$ cat src/rtl/niosfirmware_cpu_dct_packer_if.sv
// Code-in / frame-out handshake bundle for the DCT trace packer.
// slave is the packer side; master is the producer/consumer side.
interface niosfirmware_cpu_dct_packer_if;
  logic        code_valid;
  logic [1:0]  code;
  logic        code_ready;
  logic        frame_valid;
  logic [29:0] frame_data;
  logic [3:0]  frame_count;
  logic        frame_ready;

  modport slave (
    input  code_valid, code, frame_ready,
    output code_ready, frame_valid, frame_data, frame_count
  );

  modport master (
    output code_valid, code, frame_ready,
    input  code_ready, frame_valid, frame_data, frame_count
  );
endinterface

$ cat src/rtl/niosfirmware_cpu_dct_packer.sv
// Packs 2-bit trace codes into 15-code / 30-bit frames with a one-deep output register.
// Optional idle-flush timer enabled by defining DCT_IDLE_FLUSH_EN.
module niosfirmware_cpu_dct_packer #(
  parameter int IDLE_CYCLES = 64
) (
  input  logic                           clk,
  input  logic                           reset,
  input  logic                           flush,
  input  logic                           test_ending,
  niosfirmware_cpu_dct_packer_if.slave   bus,
  output logic [29:0]                    dct_buffer,
  output logic [3:0]                     dct_count,
  output logic                           test_has_ended
);

  typedef struct packed {
    logic [29:0] data;
    logic [3:0]  count;
  } frame_t;

  if (IDLE_CYCLES < 1 || IDLE_CYCLES > 255) begin : g_bad_idle
    $error("IDLE_CYCLES must be in 1..255");
  end

  frame_t      frame_q;
  logic        frame_vld;
  logic        flush_pend;
  logic        out_free, accept, flush_req, seal, pend_set;
  logic [29:0] code_slot;

  assign bus.frame_valid = frame_vld;
  assign bus.frame_data  = frame_q.data;
  assign bus.frame_count = frame_q.count;

  assign out_free       = !frame_vld || bus.frame_ready;
  assign bus.code_ready = (dct_count != 4'd15 || out_free) && !test_has_ended;
  assign accept         = bus.code_valid && bus.code_ready;
  // test_ending behaves as a flush that never goes away
  assign flush_req      = flush || flush_pend || test_ending;
  assign seal           = out_free && (dct_count == 4'd15 || (flush_req && dct_count != 4'd0));
  assign code_slot      = {28'd0, bus.code} << {dct_count, 1'b0};

`ifdef DCT_IDLE_FLUSH_EN
  logic [7:0] idle_cnt;
  logic       idle_inc, idle_hit;

  assign idle_inc = dct_count != 4'd0 && !accept && !seal
                    && idle_cnt != 8'(IDLE_CYCLES);
  assign idle_hit = idle_inc && (idle_cnt + 8'd1) == 8'(IDLE_CYCLES);
  assign pend_set = flush || idle_hit;

  always_ff @(posedge clk or posedge reset) begin
    if (reset)                idle_cnt <= 8'd0;
    else if (accept || seal)  idle_cnt <= 8'd0;
    else if (idle_inc)        idle_cnt <= idle_cnt + 8'd1;
  end
`else
  assign pend_set = flush;
`endif

  always_ff @(posedge clk or posedge reset) begin
    if (reset) begin
      dct_buffer <= '0;
      dct_count  <= '0;
    end else if (seal) begin
      // the code accepted on a sealing edge opens the next accumulator
      dct_buffer <= accept ? {28'd0, bus.code} : 30'd0;
      dct_count  <= accept ? 4'd1 : 4'd0;
    end else if (accept) begin
      dct_buffer <= dct_buffer | code_slot;
      dct_count  <= dct_count + 4'd1;
    end
  end

  always_ff @(posedge clk or posedge reset) begin
    if (reset) begin
      frame_q   <= '0;
      frame_vld <= 1'b0;
    end else if (seal) begin
      frame_q   <= '{data: dct_buffer, count: dct_count};
      frame_vld <= 1'b1;
    end else if (frame_vld && bus.frame_ready) begin
      frame_vld <= 1'b0;
    end
  end

  // a flush against an empty accumulator with nothing arriving is dropped
  always_ff @(posedge clk or posedge reset) begin
    if (reset)          flush_pend <= 1'b0;
    else if (seal)      flush_pend <= 1'b0;
    else if (pend_set)  flush_pend <= dct_count != 4'd0 || accept;
  end

  always_ff @(posedge clk or posedge reset) begin
    if (reset)
      test_has_ended <= 1'b0;
    else if (test_ending && dct_count == 4'd0 && !frame_vld)
      test_has_ended <= 1'b1;
  end

endmodule
$ cat src/flat_wrapper.sv
// flat-port wrapper written by rule: the top's interface ports become plain ports
module niosfirmware_cpu_dct_packer_flat 
#(
  parameter int IDLE_CYCLES = 64
)
  (clk, reset, flush, test_ending, dct_buffer, dct_count, test_has_ended, bus_code_valid, bus_code, bus_frame_ready, bus_code_ready, bus_frame_valid, bus_frame_data, bus_frame_count);
  niosfirmware_cpu_dct_packer_if bus_i ();
  input  logic clk;
  input  logic reset;
  input  logic flush;
  input  logic test_ending;
  output logic [29:0] dct_buffer;
  output logic [3:0] dct_count;
  output logic test_has_ended;
  input wire logic [$bits(bus_i.code_valid)-1:0] bus_code_valid;
  input wire logic [$bits(bus_i.code)-1:0] bus_code;
  input wire logic [$bits(bus_i.frame_ready)-1:0] bus_frame_ready;
  output wire logic [$bits(bus_i.code_ready)-1:0] bus_code_ready;
  output wire logic [$bits(bus_i.frame_valid)-1:0] bus_frame_valid;
  output wire logic [$bits(bus_i.frame_data)-1:0] bus_frame_data;
  output wire logic [$bits(bus_i.frame_count)-1:0] bus_frame_count;
  assign bus_i.code_valid = bus_code_valid;
  assign bus_i.code = bus_code;
  assign bus_i.frame_ready = bus_frame_ready;
  assign bus_code_ready = bus_i.code_ready;
  assign bus_frame_valid = bus_i.frame_valid;
  assign bus_frame_data = bus_i.frame_data;
  assign bus_frame_count = bus_i.frame_count;
  niosfirmware_cpu_dct_packer #(.IDLE_CYCLES(IDLE_CYCLES)) u_core (.clk(clk), .reset(reset), .flush(flush), .test_ending(test_ending), .bus(bus_i), .dct_buffer(dct_buffer), .dct_count(dct_count), .test_has_ended(test_has_ended));
endmodule
$ cat config.mk
export PLATFORM = sky130hd
export DESIGN_NAME = niosfirmware_cpu_dct_packer_flat
export DESIGN_NICKNAME = d
export VERILOG_FILES = /design/src/rtl/niosfirmware_cpu_dct_packer_if.sv /design/src/rtl/niosfirmware_cpu_dct_packer.sv /design/src/flat_wrapper.sv
export SDC_FILE = /design/constraint.sdc
export NUM_CORES = 1
export LEC_CHECK = 0
export BUFFER_PORTS_ARGS = -buffer_cell sky130_fd_sc_hd__buf_2
export CAP_MARGIN = 15
export CORE_ASPECT_RATIO = 0.9
export CORE_UTILIZATION = 47
export DETAILED_ROUTE_END_ITERATION = 7
export PLACE_DENSITY = 0.69
export SLEW_MARGIN = 20
export SYNTH_ARGS = -nofsm -noshare
export SYNTH_HDL_FRONTEND = slang
export SYNTH_SLANG_ARGS = --single-unit
$ cat constraint.sdc
create_clock -name clk -period 2.7 [get_ports clk]
set_input_delay 0.405 -clock clk [delete_from_list [all_inputs] [get_ports clk]]
set_output_delay 0.405 -clock clk [all_outputs]
set_load 0.1 [all_outputs]
# Word level (Yosys, flattened, before mapping)
# Cells that the tools add are included.
# op_classes
n_reduce_logical	20
n_mux	10
shifts	1
add_sub_neg	1
n_bitwise	1
n_eq_ne	2
# op_table
op	count
$mux 30	2
$or 30x30->30	1
$shl 2x5->30	1
$mux 4	2
$logic_and 1x1->1	7
$logic_or 1x1->1	6
$reduce_bool 2->1	3
$mux 1	5
$add 4x1->4 const B	1
$eq 4x4->1 const B	1
$logic_not 4->1	1
$ne 4x4->1 const B	1
$reduce_bool 4->1	1
$logic_not 1->1	2
$mux 2	1
# word_totals
wordCells	42
output_inout_bits	71
ff_bits	71
in_bits	8

# Depth between registers and ports, before layout
# logic_depth
word_depth	8
depth_mapped	8
mapped_depth_nobuf	6

# Worst setup path after synthesis
# Ideal clock, no wire load.
# synth_timing
path_type	reg2out
start	register u_core.dct_count[1]
end	output port bus_code_ready
stages_incl_launch_ff	5
slack_ns	-0.329
path_buffers	0
t_required_ns	2.295
t_arrival_ns	2.624
cell_sequence	dfrtp_1 ha_1 nand3_2 nor2_1 nor2_1
# synth_via
elab_chain_len	3
# synth_rtl
element	line_no	source
start: declaration	niosfirmware_cpu_dct_packer.sv:12	output logic [3:0] dct_count,
start signal: assignment	niosfirmware_cpu_dct_packer.sv:68	dct_count <= accept ? 4'd1 : 4'd0;
start signal: assignment	niosfirmware_cpu_dct_packer.sv:71	dct_count <= dct_count + 4'd1;
$ne 4x4->1	niosfirmware_cpu_dct_packer.sv:36	assign bus.code_ready = (dct_count != 4'd15 || out_free) && !test_has_ended;
$logic_or 1x1->1	niosfirmware_cpu_dct_packer.sv:36	
$logic_and 1x1->1	niosfirmware_cpu_dct_packer.sv:36	
end: declaration	flat_wrapper.sv:18	output wire logic [$bits(bus_i.code_ready)-1:0] bus_code_ready;
# Every way passes these cells.

# Worst setup path after layout
# layout_timing
start	register u_core.dct_count[1]
end	register u_core.frame_q (netlist bit u_core.bus.frame_data[1])
# layout_via
elab_chain_len	4
elab_cells_between_ends	5
cone_classes	eq/ne (1); reduce/logical (4)
# layout_rtl
element	line_no	source
$reduce_bool 4->1	niosfirmware_cpu_dct_packer.sv:40	assign seal = out_free && (dct_count == 4'd15 || (flush_req && dct_count != 4'd0));
$logic_and 1x1->1	niosfirmware_cpu_dct_packer.sv:40	
$logic_or 1x1->1 *	niosfirmware_cpu_dct_packer.sv:40	
$logic_and 1x1->1 *	niosfirmware_cpu_dct_packer.sv:40	
end signal: assignment	niosfirmware_cpu_dct_packer.sv:80	frame_q <= '{data: dct_buffer, count: dct_count};
end: declaration	niosfirmware_cpu_dct_packer.sv:25	frame_t frame_q;
# Mark *: on every way between the ends. The rest lies on a longest branch, timed or not.
# A chain may end at the register's enable or synchronous reset.

==> impl_metrics.json <==
{
  "chipWidth_um": 85.8,
  "grt_antenna_before_repair": 0,
  "drv_cap": 0,
  "crit_path_cell_trace": "inv_1 -> ha_1 -> nor3b_1 -> o21a_2 -> or2_2 -> buf_12 -> mux2_4",
  "io_pins": 79,
  "fp.dieArea_mm2": 0.00664,
  "power.static_leakage_uw": 0.00208,
  "core_area_mm2": 0.00611,
  "worst_slew_pin_slew_ns": 0.733,
  "muxShareOfSynthArea_pct": 15.6,
  "clkSlewWorstSetupHoldPaths_ns": 0.07,
  "grt_usage_pct": 20.9,
  "multi_input_area_mm2": 0.00107,
  "vdd_drop_max_mv": 0.405,
  "path_class": "flop to flop",
  "synthArstFlopShare_pct": 100,
  "post_cts_buffers": 0,
  "dpl.hpwl_mm": 4.49,
  "synthFlopType": "dfrtp_1",
  "grt_max_degree": 25,
  "numPortBuffers": 78,
  "path_buf_inv": 2,
  "drt-wirelength-per-cell_um": 15.6,
  "synth_edf_count": 0,
  "antennaDiodeCount": 0,
  "finalClockSkew_ns": 0.00500,
  "vias_per_cell": 5.11,
  "place_inst": 394,
  "hold_class": "primary input to async pin",
  "max_freq_mhz": 402,
  "seqCellArea_mm2": 0.00178,
  "start_kind": "flop",
  "firstDrtPassIters": 4,
  "area_delta_synth_final_pct": 22.8,
  "grt_first_pass_wirelength_mm": 10.4,
  "crit_fanout": 23,
  "start_util_pct": 48.6,
  "slew_headroom_pct": 51.0,
  "synth-simple-area-share_pct": 10.4,
  "cts-root-buf": "clkbuf_8",
  "layout_commonest_cell": "buf_2",
  "drt_iter0_markers": 129,
  "finalHoldViolCount": 0,
  "nFillCells": 524,
  "synth.distinct_cells": 35,
  "synth_area_mm2": 0.00297,
  "syn_inst": 236,
  "cp_top_family": "simple AND/OR/NAND/NOR gates",
  "die_y_um": 77.4,
  "drc_errors": 0,
  "seq_area_frac_synth_pct": 59.8,
  "cp_slowest_cell": "dfrtp_2",
  "grt_pass1_vias": 2006,
  "hold_buffers": 0,
  "finalCritPeriodShare_pct": 92.2,
  "syn_nets": 246,
  "yosysWarnings": 0,
  "finalSetupViolCount": 0,
  "final_net_count": 328,
  "gp_congestion": 0.897,
  "max_stage_delay_ns": 0.46,
  "crit_path_end_kind": "flop",
  "finalCriticalPeriod_ns": 2.49,
  "ys_ff_latch": 71,
  "status": "completed",
  "cts_resized": 0,
  "stdcell_count": 410,
  "row_count": 27,
  "synth_top_family_by_area": "multiplexers",
  "cts_htree_levels": 3,
  "cts_tree": "built",
  "synth-compound-area-share_pct": 8.76,
  "synth_fa_ha_area_share_pct": 0.842,
  "maxSlewViolCount": 0,
  "synth_xor_xnor_area_share_pct": 0.295,
  "final_cell_mix": "78 x buf_2, 70 x dfrtp_1, 38 x nor2_1",
  "numCtsBuffers": 9,
  "reg2reg_setup_slack_ns": 0.21,
  "clock_latency_ns": 0.35,
  "ant_nets": 0,
  "rsz0062_at_grt": "no",
  "fin_setup_tns_ns": 0,
  "drive_gt1_share_pct": 44.3,
  "cts_sinks": 71,
  "overflow": 0,
  "clockBufferDepth": 2,
  "num_vias": 2095,
  "syn_avg_cell_area_um2": 12.6,
  "cp_data_required_time_ns": 2.93,
  "power_density_mw_per_mm2": 908,
  "worstPathArrival_ns": 2.72,
  "drt_wl_total_mm": 6.41
}
-- report_power, final --
group          internal, uW  switching (uW)  leakage (uW)  total [uW]
Sequential             1150            63.4      0.000980        1210
Clock                   542             388      0.000116         929
Combinational           263             909      0.000980        1170
Total                  1950            1360       0.00208        3310
-- per-layer routing --
layer / wire [um] / track usage, % / up-vias
li1: - / - / 974
met1: 3140 / 29.4 / 1047
met2: 2890 / 30.2 / 64
met3: 283 / 6.28 / 10
met4: 99 / 8.33 / 0
met5: 0 / 0 / -
-- kinds of logic (layout without fill, tap and decap cells) --
| group | after synthesis | count (layout) |
|---|---|---|
| fa+ha+maj | 2 | 2 |
| buf+inv | 18 | 105 |
| xor+xnor | 1 | 1 |
| compound gates | 44 | 44 |
| simple gates | 67 | 67 |
| flops | 71 | 71 |
| mux | 33 | 33 |
-- cell type report --
type	instances	share of cell area [%]
multi-input cells	147	29.3
clock buffers	10	3.77
inverters	4	0.412
clock inverters	6	2.30
repair buffers	85	12.5
well taps	87	2.98
flip-flops and latches	71	48.7
-- sequential cells by signal, indices dropped and copies added, names as in the netlist --
register / flops
u_core.test_has_ended: 1
u_core.dct_buffer: 30
u_core.bus.frame_data: 30
u_core.flush_pend: 1
u_core.bus.frame_valid: 1
u_core.bus.frame_count: 4
u_core.dct_count: 4
-- stage by stage --
step	utilization [%]	area (um2)	hold WS (ns)	setup slack [ns]	power (uW)
6_report	59.7	3650	0.0937	0.211	3310
5_1_grt	59.7	3650	0.125	0.0979	3430
4_1_cts	59.7	3650	0.0972	0.189	3340
3_5_place_dp	56.0	3430	0.480	0.218	2410
3_3_place_gp	56.0	3430	0.470	0.366	2400
2_1_floorplan	-	2970	0.533	0.0397	2250
-- Yosys cell counts (4+ instances only) --
cell type	count	area, um2
inv_1	4	15.0
a21oi_1	27	135
mux2_4	25	375
mux2_2	7	78.8
nand2_1	6	22.5
dfrtp_1	71	1780
nand2b_1	4	25.0
clkbuf_1	8	30.0
nor2b_1	4	25.0
nor2_1	39	146
nor3_1	5	25.0
o21ai_0	4	20.0
-- path summary, 6_finish.rpt --
path / depth (start not counted) / from / end
worst max-delay path: 7 / u_core.dct_count[1]$_DFFE_PP0P_ / u_core.bus.frame_data[1]$_DFFE_PP0P_
worst min-delay path: 2 / reset / u_core.dct_buffer[17]$_DFFE_PP0P_
worst max register to register: 7 / u_core.dct_count[1]$_DFFE_PP0P_ / u_core.bus.frame_data[1]$_DFFE_PP0P_
worst min register to register: 1 / u_core.bus.frame_data[26]$_DFFE_PP0P_ / u_core.bus.frame_data[26]$_DFFE_PP0P_
max in group asynchronous: 3 / reset / u_core.test_has_ended$_DFFE_PP0P_
min in group clk: 2 / bus_code[0] / u_core.dct_buffer[0]$_DFFE_PP0P_
-- worst reg2reg max path, cell delays in order, from the launching register on --
cell and delay (ns):
dfrtp_2 0.46, inv_1 0.11, ha_1 0.17, nor3b_1 0.41
o21a_2 0.27, or2_2 0.37, buf_12 0.26, mux2_4 0.33
(Power assumes the default switching activity.)
